**config.mk**
```make
export PLATFORM = sky130hd
export DESIGN_NAME = cpu_step_ctrl
export DESIGN_NICKNAME = d
export VERILOG_FILES = /design/src/rtl/cpu_step_pkg.sv /design/src/rtl/btn_debounce.sv /design/src/rtl/cpu_step_ctrl.sv
export SDC_FILE = /design/constraint.sdc
export NUM_CORES = 1
export LEC_CHECK = 0
export ABC_CLOCK_PERIOD_IN_PS = 2700
export CORE_MARGIN = 1
export CORE_UTILIZATION = 40
export CTS_BUF_LIST = sky130_fd_sc_hd__clkbuf_4 sky130_fd_sc_hd__clkbuf_8 sky130_fd_sc_hd__clkbuf_16
export DETAILED_ROUTE_END_ITERATION = 12
export PLACE_DENSITY_LB_ADDON = 0.05
export REMOVE_ABC_BUFFERS = 1
export SETUP_SLACK_MARGIN = 0.02
export SLEW_MARGIN = 20
export SYNTH_ARGS = -nofsm -noshare
export SYNTH_HDL_FRONTEND = slang
export SYNTH_SLANG_ARGS = --single-unit
```
**constraint.sdc**
```tcl
create_clock -name clk -period 2.7 [get_ports clk]
set_clock_uncertainty 0.05 [all_clocks]
set_input_delay 0.675 -clock clk [delete_from_list [all_inputs] [get_ports clk]]
set_output_delay 0.675 -clock clk [all_outputs]
set_load 0.05 [all_outputs]
```
**src/rtl/cpu_step_pkg.sv**
```systemverilog
// cpu_step_pkg: state encoding and build-time constants shared by cpu_step_ctrl
// and its input debouncers.
package cpu_step_pkg;

    typedef enum logic [1:0] {
        HALT = 2'd0,
        STEP = 2'd1,
        RUN  = 2'd2
    } step_state_e;

    // Board build: 10 ms debounce and roughly 190 Hz run pacing at 100 MHz.
    localparam int unsigned DEBOUNCE_CYCLES_BOARD = 1000000;
    localparam int unsigned RUN_DIV_LOG2_BOARD    = 19;

    // Simulation build: short windows so stepping and running are quick to exercise.
    localparam int unsigned DEBOUNCE_CYCLES_SIM   = 4;
    localparam int unsigned RUN_DIV_LOG2_SIM      = 3;

    localparam int unsigned STEP_CNT_W_DEFAULT    = 16;

    // Width needed to hold a debounce count of 0 .. cycles-1 (at least one bit).
    function automatic int unsigned debounce_cnt_w(input int unsigned cycles);
        return (cycles < 2) ? 1 : $clog2(cycles);
    endfunction

endpackage

```
**src/rtl/btn_debounce.sv**
```systemverilog
// btn_debounce: 2-flop synchronizer followed by a level debouncer. A new level
// is accepted once the synchronized input has disagreed with the stable level
// for DEBOUNCE_CYCLES consecutive cycles.
module btn_debounce
    import cpu_step_pkg::*;
#(
    parameter int unsigned DEBOUNCE_CYCLES = DEBOUNCE_CYCLES_BOARD
) (
    input  logic clk,
    input  logic rst,
    input  logic din,
    output logic level
);

    localparam int unsigned       CNT_W   = debounce_cnt_w(DEBOUNCE_CYCLES);
    localparam logic [CNT_W-1:0]  CNT_MAX = CNT_W'(DEBOUNCE_CYCLES - 1);

    logic [1:0]       sync_q, sync_d;
    logic             stable_q, stable_d;
    logic [CNT_W-1:0] cnt_q, cnt_d;

    // Next synchronizer, counter and stable level.
    always_comb begin
        sync_d   = {sync_q[0], din};
        stable_d = stable_q;
        cnt_d    = '0;
        if (sync_q[1] != stable_q) begin
            if (cnt_q == CNT_MAX) begin
                stable_d = sync_q[1];
            end else begin
                cnt_d = cnt_q + CNT_W'(1);
            end
        end
    end

    // State registers, cleared asynchronously.
    always_ff @(posedge clk or negedge rst) begin
        if (!rst) begin
            sync_q   <= '0;
            stable_q <= 1'b0;
            cnt_q    <= '0;
        end else begin
            sync_q   <= sync_d;
            stable_q <= stable_d;
            cnt_q    <= cnt_d;
        end
    end

    assign level = stable_q;

endmodule

```
**src/rtl/cpu_step_ctrl.sv**
```systemverilog
// cpu_step_ctrl: generates the cpu clock enable, either paced free-run or one
// pulse per debounced step press, and counts the pulses issued.
module cpu_step_ctrl
    import cpu_step_pkg::*;
#(
    parameter int unsigned DEBOUNCE_CYCLES = DEBOUNCE_CYCLES_BOARD,
    parameter int unsigned RUN_DIV_LOG2    = RUN_DIV_LOG2_BOARD,
    parameter int unsigned STEP_CNT_W      = STEP_CNT_W_DEFAULT
) (
    input  logic                  clk,
    input  logic                  rst,
    input  logic                  ena,
    input  logic                  btn_step,
    input  logic                  sw_run,
    output logic                  cpu_ena,
    output logic                  running,
    output logic [STEP_CNT_W-1:0] step_count
);

    logic btn_level;
    logic run_level;
    logic step_press;

    step_state_e             state_q, state_d;
    logic [RUN_DIV_LOG2-1:0] div_q, div_d;
    logic                    btn_prev_q, btn_prev_d;
    logic                    cpu_ena_q, cpu_ena_d;
    logic                    running_q, running_d;
    logic [STEP_CNT_W-1:0]   step_count_q, step_count_d;

    btn_debounce #(.DEBOUNCE_CYCLES(DEBOUNCE_CYCLES)) u_db_step (
        .clk   (clk),
        .rst   (rst),
        .din   (btn_step),
        .level (btn_level)
    );

    btn_debounce #(.DEBOUNCE_CYCLES(DEBOUNCE_CYCLES)) u_db_run (
        .clk   (clk),
        .rst   (rst),
        .din   (sw_run),
        .level (run_level)
    );

    // A held button is a single press: only the debounced 0->1 edge counts.
    assign step_press = btn_level & ~btn_prev_q;

    // Next state, divider, pulse and counter values.
    always_comb begin
        state_d    = state_q;
        div_d      = div_q;
        cpu_ena_d  = 1'b0;
        btn_prev_d = btn_level;
        unique case (state_q)
            HALT: begin
                // Run takes priority; a press not taken here is dropped.
                if (run_level && ena) begin
                    state_d = RUN;
                    div_d   = '0;
                end else if (step_press && ena) begin
                    state_d = STEP;
                end
            end
            STEP: begin
                state_d   = HALT;
                cpu_ena_d = 1'b1;
            end
            RUN: begin
                if (!run_level) begin
                    state_d = HALT;
                    div_d   = '0;
                end else if (ena) begin
                    div_d     = div_q + RUN_DIV_LOG2'(1);
                    cpu_ena_d = (div_q == '1);
                end
            end
            default: begin
                state_d = HALT;
            end
        endcase
        running_d    = (state_d == RUN);
        step_count_d = step_count_q + STEP_CNT_W'(cpu_ena_d);
    end

    // FSM and output registers, cleared asynchronously.
    always_ff @(posedge clk or negedge rst) begin
        if (!rst) begin
            state_q      <= HALT;
            div_q        <= '0;
            btn_prev_q   <= 1'b0;
            cpu_ena_q    <= 1'b0;
            running_q    <= 1'b0;
            step_count_q <= '0;
        end else begin
            state_q      <= state_d;
            div_q        <= div_d;
            btn_prev_q   <= btn_prev_d;
            cpu_ena_q    <= cpu_ena_d;
            running_q    <= running_d;
            step_count_q <= step_count_d;
        end
    end

    assign cpu_ena    = cpu_ena_q;
    assign running    = running_q;
    assign step_count = step_count_q;

endmodule
```
Yosys cells after proc, flatten, opt, wreduce, memory -nomap -nowiden
Index checks and enable logic that the tools add are counted.
{"block": "classes", "n_eq_ne": 10, "add_sub_neg": 4, "bitwise_logic": 2, "n_mux": 15, "n_reduce_logical": 7}
{"cell": "two-way mux 20 bit", "n": 4}
{"cell": "two-way mux 19 bit", "n": 3}
{"cell": "adder 20 x 1 -> 20 bit (second input constant)", "n": 2}
{"cell": "equality test 20 bit (second input constant)", "n": 2}
{"cell": "one-hot mux 19 bit (2 select lines)", "n": 1}
{"cell": "adder 19 x 1 -> 19 bit (second input constant)", "n": 1}
{"cell": "equality test 19 bit (second input constant)", "n": 1}
{"cell": "adder 16 x 1 -> 16 bit", "n": 1}
{"cell": "two-way mux 2 bit", "n": 3}
{"cell": "equality test 2 bit (second input constant)", "n": 2}
{"cell": "one-hot mux 2 bit (2 select lines)", "n": 1}
{"cell": "AND reduction 2 bit", "n": 2}
{"cell": "!= test 3 bit (second input constant)", "n": 1}
{"cell": "AND reduction 3 bit", "n": 1}
{"cell": "equality test 2 x 1 -> 1 bit (second input constant)", "n": 1}
{"cell": "logical AND 1 bit", "n": 2}
{"cell": "zero test 2 bit", "n": 1}
{"cell": "two-way mux 1 bit", "n": 2}
{"cell": "!= test 1 bit", "n": 2}
{"cell": "!= test 2 bit (second input constant)", "n": 1}
{"cell": "one-hot mux 1 bit (2 select lines)", "n": 1}
{"cell": "nonzero test 2 bit", "n": 1}
{"cell": "bitwise AND 1 bit", "n": 1}
{"cell": "NOT 1 bit", "n": 1}
{"block": "totals", "out_inout_bits": 18, "input_bits": 5, "elab_cells": 50, "reg_bits": 86}

Longest topological paths before layout
Gate-level depths: netlist (run 1).
{"block": "logic_depth", "ltp_word": 7, "ltp_mapped": 12, "mapped_depth_nobuf": 12}

Hierarchy
A second synthesis (run 1) with hierarchy kept.
{"block": "hier_totals", "cells_unflattened": 418, "hier_area_um2": 4224.1}
{"mod": "btn_debounce", "seq_area_each_um2": 575.6, "area_each_um2": 1108.6, "cells_per_inst": 110, "n_inst": 2}
{"mod": "cpu_step_ctrl", "seq_area_each_um2": 1001.0, "area_each_um2": 2006.9, "cells_per_inst": 198, "n_inst": 1}

Worst setup path before layout (run 1)
OpenSTA, ideal clock, no wires.
{"block": "synth_timing", "path_type": "flip-flop to flip-flop", "start": "register div_q[9]", "end": "register step_count_q[15], in the netlist step_count[15]", "path_stages_with_launch": 11, "synth_period_minus_slack_ns": 2.613, "path_buffers": 1, "t_required_ns": 2.510, "t_arrival_ns": 2.423, "setup_ns": 0.140, "path_slack_ns": 0.087, "cell_sequence": "dfrtp_1 > clkbuf_1 > nand4_1 > or3_1 > nor3_1 > o21a_1 > ha_1 > nand2_1 > nor4_1 > nand3_1 > xnor2_1"}
{"block": "synth_via", "elab_chain_cells": 5}
{"item": "start: declaration", "line": "cpu_step_ctrl.sv:25", "rtl": "logic [RUN_DIV_LOG2-1:0] div_q, div_d;"}
{"item": "start signal: assignment", "line": "cpu_step_ctrl.sv:96", "rtl": "div_q <= div_d;"}
{"item": "equality test 19 bit", "line": "cpu_step_ctrl.sv:74", "rtl": "cpu_ena_d = (div_q == '1);"}
{"item": "two-way mux 1 bit", "line": "cpu_step_ctrl.sv:72", "rtl": "end else if (ena) begin"}
{"item": "two-way mux 1 bit", "line": "cpu_step_ctrl.sv:69", "rtl": "if (!run_level) begin"}
{"item": "one-hot mux 1 bit (2 select lines)", "line": "cpu_step_ctrl.sv:54", "rtl": "unique case (state_q)"}
{"item": "net cpu_ena_d", "line": "cpu_step_ctrl.sv:27", "rtl": "logic cpu_ena_q, cpu_ena_d;"}
{"item": "adder 16 x 1 -> 16 bit", "line": "cpu_step_ctrl.sv:82", "rtl": "step_count_d = step_count_q + STEP_CNT_W'(cpu_ena_d);"}
{"item": "net step_count_d[15]", "line": "cpu_step_ctrl.sv:29", "rtl": "logic [STEP_CNT_W-1:0] step_count_q, step_count_d;"}
{"item": "end signal: assignment", "line": "cpu_step_ctrl.sv:100", "rtl": "step_count_q <= step_count_d;"}
{"item": "end: declaration", "line": "cpu_step_ctrl.sv:29"}
The timed path passes the listed nets, and every way through them passes these cells.
A chain may end at the register's enable or synchronous reset.

Worst setup path in the final report (run 1)
{"block": "layout_timing", "start": "register div_q[11]", "end": "register step_count_q[13], in the netlist step_count[13]"}
Same word-level chain as after synthesis.

==> results of run 1 <==
per-layer routing:
layer	GRT usage [%]	vias up	wire length, um
met5	0	-	0
met4	4.90	0	57
met3	3.51	5	231
met2	27.0	50	3930
met1	22.0	1551	4040
li1	-	1606	-
worst max-delay path, stage by stage (launching register included):
cell and delay [ps]:
dfrtp_1 410, nand4_1 170, or3_4 440, nor3_2 160, o21a_1 170, ha_1 210
nand2_1 110, nor4_2 300, buf_4 160, nand3_1 90, xnor2_1 130
registers in the layout (all words and copies together), names as in the netlist:
signal and cells:
cpu_ena 1, u_db_step.cnt_q 20, step_count 16, u_db_step.level 1, state_q 2, u_db_run.cnt_q 20
running 1, u_db_run.level 1, u_db_run.sync_q 2, btn_prev_q 1, div_q 19, u_db_step.sync_q 2
cells in the mapped netlist, types with 6 or more instances:
cell	number	area share (%)
nor3_1	15	1.8
or3_1	9	1.4
nand2_1	28	2.5
inv_1	12	1.1
clkbuf_1	11	0.99
o31ai_1	10	1.8
nand3_1	37	4.4
or4_1	12	2.2
nand4_1	9	1.4
nor4_1	6	0.90
nor2_1	41	3.7
xor2_1	18	3.8
o21ai_0	23	2.8
a21oi_1	24	2.9
ha_1	9	2.7
a31oi_1	9	1.4
and3_1	10	1.5
dfrtp_1	86	52
xnor2_1	21	4.4
final cells by class:
type                            count  share of cell area (%)
Clock inverter                      7                   0.978
Timing Repair Buffer               43                    7.98
Clock buffer                        9                    2.55
Sequential cell                    86                    44.3
Tap cell                          133                    3.42
Inverter                           12                   0.926
Multi-Input combinational cell    311                    39.9
where the power goes:
group	internal (mW)	switching, mW	total (mW)
combinational	0.0202	0.0443	0.0645
clock	0.336	0.480	0.816
sequential	1.30	0.0103	1.31
total	1.65	0.535	2.19
how the worst max path moves through the flow:
stage	from	end	slack [ps]	depth (start not counted)
finish	div_q[11]	step_count[13]	190	10
global route	div_q[11]	step_count[13]	20	10
CTS	div_q[0]	step_count[14]	30	11
detailed placement	ena	step_count[14]	-250	11
global placement	ena	step_count[12]	-150	11
floorplan	ena	step_count[15]	170	9
logic make-up (layout without fill, tap and decap cells):
family / count (synthesis) / after routing / synth area share (%)
xor gates and xnor gates: 39 / 39 / 8.21
DFF: 86 / 86 / 51.7
adders and majority gates: 9 / 9 / 2.71
buffers and inverters: 27 / 71 / 2.61
and+or+nand+nor: 185 / 185 / 23.4
muxes: 2 / 2 / 0.541
AOI/OAI and AO/OA: 76 / 76 / 10.8
what timing repair did:
item | in CTS | in global routing
gates resized for setup | 0 | 7
endpoints found under the setup margin | 0 | 8
setup buffers | 0 | 4
stage by stage:
step / TNS [ps] / worst slack [ps] / util [%]
detailed placement: -1180 / -248 / 46.7
floorplan: 0 / 172 / -
global route: 0 / 24.7 / 49.1
global placement: -679 / -146 / 46.7
CTS: 0 / 32.7 / 48.4
finish: 0 / 188 / 49.1
==> impl_metrics.json, run 1 <==
{
  "status": "finished clean",
  "cts_tree": "built",
  "setup_violations": 0,
  "ys_seq_area_share_pct": 51.7,
  "critPathRequiredTime_ps": 2890,
  "fmax_mhz": 398,
  "die_area_um2": 10800,
  "area_delta_synth_final_pct": 16.8,
  "wire_per_inst_um": 13.7,
  "post-route-min-period_ps": 2510,
  "final-seq-area_um2": 2150,
  "period_share_pct": 93.0,
  "fin_nets": 477,
  "antenna_found_initial": 0,
  "grt_remaining_overflow": 0,
  "critPathKind": "reg2reg",
  "holdWs_ps": 162,
  "core_area_um2": 9910,
  "r2r_end": "step_count[13]",
  "clk-insertion-delay-late_ps": 350,
  "peakVddDrop_mv": 0.300,
  "detailed_place.area_um2": 4630,
  "rsz0062_at_grt": "no",
  "h-tree-depth": 3,
  "synthFlopType": "dfrtp_1",
  "cts_buffer_depth": 2,
  "grt_max_degree": 44,
  "final_common_cell": "dfrtp_1",
  "ios": 23,
  "finalWirelength_um": 8260,
  "final_cell_mix": "86 x dfrtp_1, 41 x nor2_1, 37 x nand3_1",
  "final_cells": 601,
  "drv_cap": 0,
  "fin_area_um2": 4860,
  "fill_cells": 940,
  "drt_iter0_markers": 139,
  "layout-drive-gt1-share_pct": 11.1,
  "synth_edf_count": 0,
  "cts_buffers": 9,
  "hold_viol": 0,
  "viasPerCell": 5.34,
  "track_usage_pct": 16.5,
  "vias": 3212,
  "synth_cell_types": 39,
  "multi_input_area_um2": 1940,
  "drc": 0,
  "syn_inst": 424,
  "rrSetupSlack_ps": 190,
  "r2r-start": "div_q[11]",
  "synth_area_um2": 4160,
  "leakagePower_nw": 2.03,
  "path_max_fanout": 5,
  "finalPower_mw": 2.19,
  "slew_viol_final": 0,
  "fp.dieW_um": 104,
  "power_density_nw_per_um2": 450,
  "ys_warn_count": 0,
  "dpl.cell_count": 581,
  "clock-sinks": 86,
  "place_congestion": 0.757,
  "grt_pass1_wl_um": 14600,
  "hp-class": "in2async",
  "max_slew.worst_pin.slew_ps": 507,
  "cts_root_buf": "clkbuf_8",
  "rr_worst_depth": 10,
  "synthArstFlopShare_pct": 100,
  "die_height_um": 104,
  "crit_arrival_ps": 2700,
  "cts.clk_slew.worst_paths_ps": 90,
  "slew_headroom_pct": 66.1,
  "worstSetupEndpointType": "flop",
  "hold_buffers": 0,
  "yosys_register_bits": 86,
  "grt_pass1_vias": 3147,
  "rows": 36,
  "start_kind": "flop",
  "synth_area_per_cell_um2": 9.82,
  "initial_core_util_pct": 42.0,
  "insertedDiodeCount": 0,
  "portBuffers": 22,
  "drtPass1Iterations": 4,
  "hpwl_um": 5690,
  "antenna_left": 0
}
Note: power is estimated with default switching activity, not from simulation.
==> inputs of run 2 (changes only) <==
PLACE_DENSITY_LB_ADDON = 0.1   (was 0.05)
==> run 2 against run 1 <==
Effect of this change:
- final cell count is 0.17% higher
- total power is 1.8% higher
- die area stayed put
- critical path depth stayed put
- count of clock-buffer cells in the layout is 4 higher
- sequential share of layout area is 0.25 points lower
- worst hold slack better by 1.6 ps
- routed wire length hardly changed
- non-clock buffer count is 1 higher
- flip-flop and latch count stayed put
==> impl_metrics.json, run 2 (same netlist as run 1, synthesis figures left out) <==
{
  "cts.clk_slew.worst_paths_ps": 80,
  "finalWirelength_um": 8260,
  "drt_iter0_markers": 80,
  "hold_viol": 0,
  "critPathRequiredTime_ps": 2900,
  "max_slew.worst_pin.slew_ps": 525,
  "viasPerCell": 5.33,
  "place_congestion": 0.763,
  "finalPower_mw": 2.23,
  "layout-drive-gt1-share_pct": 10.9,
  "setup-tns-final_ps": 0,
  "detailed_place.area_um2": 4660,
  "met3_usage_pct": 5.26,
  "area_delta_synth_final_pct": 17.5,
  "grt_pass1_vias": 3105,
  "crit_arrival_ps": 2660,
  "rows": 36,
  "grt_use_met1_pct": 22.3,
  "grt_pass1_wl_um": 14600,
  "clk-insertion-delay-late_ps": 350,
  "fmax_mhz": 405,
  "slew_viol_final": 0,
  "antenna_found_initial": 0,
  "fin_nets": 478,
  "status": "finished clean",
  "h-tree-depth": 3,
  "reg_top3": "u_db_run.cnt_q: 20 flops, u_db_step.cnt_q: 20 flops, div_q: 19 flops",
  "ios": 23,
  "path_max_fanout": 5,
  "setup_violations": 0,
  "rrSetupSlack_ps": 230,
  "period_share_pct": 91.4,
  "r2r_end": "step_count[13]",
  "die_area_um2": 10800,
  "power.switching_uw": 493,
  "peakVddDrop_mv": 0.328,
  "hp-class": "in2async",
  "cts_buffers": 9,
  "drv_cap": 0,
  "r2r-start": "div_q[11]",
  "rsz0062_at_grt": "no",
  "vias": 3207,
  "portBuffers": 22,
  "die_height_um": 104,
  "final-seq-area_um2": 2150,
  "combPwrFrac_pct": 2.8,
  "power_frac_clock_pct": 38.5,
  "slew_headroom_pct": 64.9,
  "p_sw_share_pct": 22.1,
  "clock-sinks": 86,
  "grt_remaining_overflow": 0,
  "critPathKind": "reg2reg",
  "multi_input_area_um2": 1940,
  "start_kind": "flop",
  "insertedDiodeCount": 0,
  "final_cells": 602,
  "antenna_left": 0,
  "cts_buffer_depth": 2,
  "final_cell_mix": "86 x dfrtp_1, 41 x nor2_1, 37 x nand3_1",
  "seq_power_share_pct": 58.7,
  "fin_area_um2": 4890,
  "cts_tree": "built",
  "initial_core_util_pct": 42.0,
  "grt_util_met2_pct": 25.9,
  "grt_max_degree": 64,
  "fp.dieW_um": 104,
  "core_area_um2": 9910,
  "drtPass1Iterations": 4,
  "holdWs_ps": 163,
  "hpwl_um": 5610,
  "drc": 0,
  "p_int_mw": 1.73,
  "grt.busiest_layer": "met2",
  "fill_cells": 945,
  "post-route-min-period_ps": 2470,
  "cts_root_buf": "clkbuf_8",
  "leakagePower_nw": 2.07,
  "worstSetupEndpointType": "flop",
  "dpl.cell_count": 585,
  "final_common_cell": "dfrtp_1",
  "power_density_nw_per_um2": 455,
  "rr_worst_depth": 10,
  "wire_per_inst_um": 13.7,
  "track_usage_pct": 16.5
}
-- run 2: metal layers --
| layer | vias up | routed length, um |
|---|---|---|
| met2 | 44 | 3870 |
| met4 | 0 | 43 |
| met5 | - | 0 |
| met1 | 1553 | 4080 |
| met3 | 5 | 271 |
| li1 | 1605 | - |
-- run 2: final cells by class --
type                       count  share of cell area (%)
sequential                    86                    44.0
multi-input combinational    311                    39.7
timing repair buffer          44                    8.09
clock buffer                  13                    3.53
tap                          133                    3.40
inverter                      12                   0.921
clock inverter                 3                   0.358
-- run 2: stage by stage --
stage	utilization, %	worst slack, ps
3_5_place_dp	47.0	-263
2_1_floorplan	-	172
5_1_grt	49.3	29.5
6_report	49.3	233
3_3_place_gp	47.0	-209
4_1_cts	48.9	98.6
-- run 2: power groups by stage --
stage               clock network, mW  logic [mW]  registers, mW
global placement                    0      0.0662           1.33
global route                    0.952      0.0742           1.31
detailed placement                  0      0.0666           1.33
CTS                             0.907      0.0666           1.31
floorplan                           0      0.0202           1.33
finish                          0.857      0.0631           1.31
-- run 2: how the worst max path moves through the flow --
stage / from / end / cells after the start
final: div_q[11] / step_count[13] / 10
after global routing: div_q[11] / step_count[13] / 10
after CTS: div_q[11] / step_count[12] / 10
after detailed placement: ena / step_count[14] / 11
after global placement: ena / step_count[12] / 11
after floorplan: ena / step_count[15] / 9
-- run 2: repair_timing --
| action | CTS | global route |
|---|---|---|
| hold buffers | 0 | 0 |
| setup buffers | 0 | 1 |
| resized for setup | 0 | 6 |
| endpoints found under the setup margin | 0 | 6 |
-- run 2: critical path, cell delays in order, from the launching register on --
cell and delay (ps):
dfrtp_1 400, nand4_1 180, or3_4 430, nor3_2 190, o21a_1 180, ha_1 180
nand2_1 90, nor4_2 270, buf_4 160, nand3_1 90, xnor2_1 140
